<file path="src/rtl/imem_responder_pkg.sv">
// rtl/imem_responder_pkg.sv - shared state encoding and constants for the instruction-memory responder
package imem_responder_pkg;

  typedef enum logic [1:0] {
    IDLE = 2'd0,
    WAIT = 2'd1,
    RESP = 2'd2
  } state_t;

  localparam logic [31:0] IMEM_NOP_WORD = 32'h0000_0000;

  function automatic int idx_width(input int depth);
    return (depth > 1) ? $clog2(depth) : 1;
  endfunction

endpackage

</file>
<file path="src/rtl/imem_array.sv">
// rtl/imem_array.sv - DEPTH x 32 program storage, one write port and one enabled registered read port
module imem_array #(
  parameter int DEPTH = 64,
  parameter int IW    = 6
) (
  input  logic          clk,
  input  logic          wr_en,
  input  logic [IW-1:0] wr_idx,
  input  logic [31:0]   wr_data,
  input  logic          rd_en,
  input  logic [IW-1:0] rd_idx,
  output logic [31:0]   rd_data
);

  logic [31:0] mem [DEPTH];

  // Both ports update with non-blocking assignments, so a same-edge read sees the old word.
  always_ff @(posedge clk) begin
    if (wr_en) mem[wr_idx] <= wr_data;
    if (rd_en) rd_data <= mem[rd_idx];
  end

endmodule

</file>
<file path="src/rtl/imem_responder.sv">
// rtl/imem_responder.sv - fetch responder with configurable wait states, hold back to the PC and fault flags
module imem_responder
  import imem_responder_pkg::*;
#(
  parameter int          DEPTH       = 64,
  parameter int          WAIT_CYCLES = 2,
  parameter logic [31:0] NOP_WORD    = IMEM_NOP_WORD
) (
  input  logic        clk,
  input  logic        reset,
  input  logic [31:0] address,
  input  logic        req,
  input  logic        flush,
  input  logic        wr_en,
  input  logic [31:0] wr_addr,
  input  logic [31:0] wr_data,
  output logic [31:0] instruction,
  output logic        valid,
  output logic        hold,
  output logic        misaligned,
  output logic        out_of_range
);

  localparam int             IW        = idx_width(DEPTH);
  localparam int             CW        = (WAIT_CYCLES > 0) ? $clog2(WAIT_CYCLES + 1) : 1;
  localparam logic [CW-1:0]  CNT_LOAD  = CW'(WAIT_CYCLES);
  localparam logic           ZERO_WAIT = (WAIT_CYCLES == 0);

  state_t        state;
  logic [CW-1:0] cnt;
  logic [31:0]   addr_q;
  logic          nop_sel;
  logic [31:0]   rd_data;
  logic [31:0]   rd_addr;
  logic          accept, complete, rd_mis, rd_oor, wr_ok;
  logic          unused_wr_lsb;

  assign accept   = reset & ~flush & req & ((state == IDLE) | (state == RESP));
  // A fetch completes on the edge that enters RESP: straight from accept, or at the last wait state.
  assign complete = reset & ~flush & ((ZERO_WAIT & accept) | ((state == WAIT) & (cnt == CW'(1))));
  assign hold     = reset & ~flush & ((accept & ~ZERO_WAIT) | ((state == WAIT) & (cnt > CW'(1))));

  assign rd_addr = (state == WAIT) ? addr_q : address;
  assign rd_mis  = (rd_addr[1:0] != 2'b00);
  assign rd_oor  = (rd_addr[31:2] >= 30'(DEPTH));
  assign wr_ok   = wr_en & (wr_addr[31:2] < 30'(DEPTH));
  assign unused_wr_lsb = ^wr_addr[1:0];

  // Faulted or post-reset fetches present NOP_WORD without disturbing the stored read word.
  assign instruction = nop_sel ? NOP_WORD : rd_data;

  imem_array #(
    .DEPTH (DEPTH),
    .IW    (IW)
  ) u_array (
    .clk     (clk),
    .wr_en   (wr_ok),
    .wr_idx  (wr_addr[IW+1:2]),
    .wr_data (wr_data),
    .rd_en   (complete & ~rd_mis & ~rd_oor),
    .rd_idx  (rd_addr[IW+1:2]),
    .rd_data (rd_data)
  );

  always_ff @(posedge clk) begin
    if (!reset) begin
      state        <= IDLE;
      cnt          <= '0;
      addr_q       <= '0;
      valid        <= 1'b0;
      misaligned   <= 1'b0;
      out_of_range <= 1'b0;
      nop_sel      <= 1'b1;
    end else begin
      valid        <= complete;
      misaligned   <= complete & rd_mis;
      out_of_range <= complete & rd_oor;
      if (complete) nop_sel <= rd_mis | rd_oor;
      if (accept) addr_q <= address;
      if (flush) begin
        state <= IDLE;
        cnt   <= '0;
      end else begin
        case (state)
          IDLE, RESP: begin
            if (accept) begin
              if (ZERO_WAIT) begin
                state <= RESP;
              end else begin
                state <= WAIT;
                cnt   <= CNT_LOAD;
              end
            end else begin
              state <= IDLE;
            end
          end
          WAIT: begin
            if (cnt == CW'(1)) begin
              state <= RESP;
              cnt   <= '0;
            end else begin
              cnt <= cnt - CW'(1);
            end
          end
          default: state <= IDLE;
        endcase
      end
    end
  end

endmodule

</file>
<file path="config.mk">
export PLATFORM = sky130hd
export DESIGN_NAME = imem_responder
export DESIGN_NICKNAME = d
export VERILOG_FILES = /design/src/rtl/imem_responder_pkg.sv /design/src/rtl/imem_array.sv /design/src/rtl/imem_responder.sv
export SDC_FILE = /design/constraint.sdc
export NUM_CORES = 2
export LEC_CHECK = 0
export BUFFER_PORTS_ARGS = -buffer_cell sky130_fd_sc_hd__buf_2
export CAP_MARGIN = 20
export CORE_MARGIN = 2
export CORE_UTILIZATION = 61
export DETAILED_ROUTE_END_ITERATION = 16
export GPL_ROUTABILITY_DRIVEN = 0
export PLACE_DENSITY = 0.82
export SLEW_MARGIN = 40
export SYNTH_ARGS = -nofsm -noshare
export SYNTH_HDL_FRONTEND = slang
export SYNTH_SLANG_ARGS = --single-unit
</file>
<file path="constraint.sdc">
create_clock -name clk -period 3.6 [get_ports clk]
set_clock_uncertainty 0.05 [all_clocks]
set_input_delay 0.36 -clock clk [delete_from_list [all_inputs] [get_ports clk]]
set_output_delay 0.36 -clock clk [all_outputs]
set_load 0.02 [all_outputs]
</file>
==> out/metrics.cfg <==
[run_status]
status = complete, no violations

[power]
vdd_drop_max_v = 0.000491
power_density_nw_per_um2 = 536
p_leak_uw = 0.0321

[worst_setup_path]
r2r_end = u_array.rd_data[31]
critPathLaunchType = flip-flop
crit_arrival_ps = 4120
worstSetupPathType = flip-flop to flip-flop
endpoint_kind = flip-flop
cp_max_fo = 32
ff2ff_setup_slack_ps = 20
reg2reg_depth = 10
r2r-start = state[1]
required_ps = 4140

[die]
die_width_um = 373
chipHeight_um = 373
rows = 135
top_level_ports = 137
core_um2 = 135000
dieArea_um2 = 139000
start_util_pct = 61.3

[synthesis]
ys_warn_count = 0
yosysTopAreaCell = edfxtp_1
synth_edf_count = 2080
syn_area_per_cell_um2 = 15.5
synthTopCellsByArea = edfxtp_1 75%, mux2i_1 5.5%, nand2_1 4.2%, a21oi_1 2.6%, mux4_2 1.3%
yosys_register_bits = 2120
synth.yosys.seq_area_share_pct = 76.4
syn_nets = 5444
syn_inst = 5342
synthArstFlopShare_pct = 0
synth_ff_type = edfxtp_1
yosysTopAreaCellShare_pct = 75.4
yosysUniqueCellTypes = 67
syn_area_um2 = 82900

[cells_and_area]
final_layout_size_suffix_gt1_share_pct = 15.3
layout.nets = 5824
final_area_um2 = 95000
finalNonFillerCells = 7666
syn_to_final_growth_pct = 14.6
layout_commonest_cell = edfxtp_1
final_cell_mix = 2080 x edfxtp_1, 929 x nand2_1, 452 x mux2i_1

[timing]
drv_slew = 0
worstMarginPinSlew_ps = 874
setup_viol = 0
fin_crit_sh_pct = 99.4
relSlewSlack_pct = 41.3
hold_viol = 0
period_minus_slack_ps = 3580
max_freq_mhz = 279
rsz0062_at_grt = false

[clock_tree]
clock_path_buffers = 3
cts-buffers-inserted = 194
cts.clk_slew.worst_paths_ps = 70
cts_tree = built
cts.sinks = 2120
h-tree-depth = 4
cts_root_buf = clkbuf_16
clock_latency_ps = 860

[worst_hold_path]
hold_path_depth = 1
hold_start = wr_data[14]
worstHoldEndpoint = u_array.mem[24][14]
hold_path.class = primary input to flip-flop

[place]
dp_cells = 7262
portBuffers = 134
hpwl_um = 141000
placed_area_um2 = 88400

[grt]
grt_usage_pct = 35.1
grt-ovfl-total = 0
grt_pass1_vias = 52500
gr-usage-met3_pct = 8.25
grt_use_met2_pct = 53.7
grt_start_max_net_pins = 65
antenna_found_initial = 14
busiest_layer = met2
grt_pass1_wl_um = 347000
grt_use_met1_pct = 45.0

[run]
drv_cap = 0

[routing]
remaining_drc_errors = 0
wl_per_cell_um = 31.9
route.vias.total = 53200
wl_um = 244000
drt_iter0_markers = 9187
via_per_inst = 6.94
antenna_left = 0
drt-pass1-iter-count = 8

==> stage by stage <==
step	setup TNS (ps)	setup slack, ps	power [µW]	hold WS (ps)	utilization [%]
CTS	0	112	50800	0.246	70.2
global placement	-135	-135	31100	401	65.3
detailed placement	-185	-89.2	31200	408	65.4
finish	0	20.2	50900	30.3	70.3
global route	0	1.56	51900	37.3	70.3
floorplan	0	364	29500	392	-
==> synthesized netlist by cell type (9+ instances only) <==
library cell,number
edfxtp_1,2080
nand2_1,931
mux2i_1,456
a21oi_1,429
buf_2,150
o22ai_1,150
nor2_1,141
clkbuf_1,116
nor4_1,99
o21ai_0,83
o211ai_1,48
mux4_2,46
a221oi_1,44
a31oi_1,42
dfxtp_1,40
buf_4,36
nor2b_1,36
a32oi_1,34
nand4_1,34
or4_1,34
a21boi_0,33
a22oi_1,27
buf_6,25
nand3_1,24
nand2b_1,19
o41ai_1,19
a22o_1,15
and3_1,13
nor3_1,13
buf_1,10
a211oi_1,9
a222oi_1,9
and2_1,9
o32a_1,9
==> final cells by class <==
cell class,count,area (µm²)
well taps,1781,2230
clock buffers,256,5260
multi-input cells,2877,18500
diodes,5,12.5
inverters,7,26.3
clock inverters,98,831
flip-flops and latches,2120,63300
fillers,7814,40200
repair buffers,522,4840
==> sequential cells by signal, indices dropped and copies added (netlist names) <==
name,count
addr_q,32
cnt,2
misaligned,1
nop_sel,1
out_of_range,1
state,2
u_array.mem,2048
u_array.rd_data,32
valid,1
==> how the worst max path moves through the flow <==
stage | from | to | slack [ps]
detailed placement | state[1] | u_array.rd_data[31] | -90
CTS | state[1] | u_array.rd_data[0] | 110
global placement | state[0] | u_array.rd_data[31] | -130
finish | state[1] | u_array.rd_data[31] | 20
global route | state[0] | u_array.rd_data[10] | 2
floorplan | wr_addr[31] | u_array.mem[63][0] | 360
==> critical path, cell delays in order (launching register included) <==
cell and delay [ps]:
dfxtp_1 480, and3b_1 270, a21oi_4 270, buf_12 280, buf_12 300, buf_4 250, mux2i_1 220, o22ai_1 140
nor4_2 510, a22oi_1 290, a22o_1 240
==> kinds of logic (layout without fill, tap and decap cells) <==
kind of cell	Yosys count	in the layout	share of synthesized area (%)
AOI/OAI and AO/OA	988	988	7.38
adders and majority gates	1	1	0.0151
buffers and inverters	345	883	2.19
DFF	2120	2120	76.4
muxes	507	507	6.83
other	0	5	0
and+or+nand+nor	1381	1381	7.23
==> metal layers <==
metal | routed length (µm) | up-vias | share of wire, %
li1 | - | 21400 | -
met5 | 75 | - | 0.031
met2 | 111000 | 4960 | 45
met3 | 35200 | 1003 | 14
met4 | 19400 | 12 | 7.9
met1 | 78700 | 25800 | 32
==> power by group <==
group | internal, µW | switching, µW
clock network | 11100 | 8880
logic | 1220 | 2590
registers | 27100 | 10.5
==> what timing repair did <==
item                                    in CTS  in global routing
endpoints found under the setup margin       4                  2
gates resized for setup                      5                  2
hold buffers                                39                  2
gates cloned                                 0                  0
endpoints found under the hold margin       51                 54
setup buffers                                3                  0
Note: power is estimated with default switching activity, not from simulation.
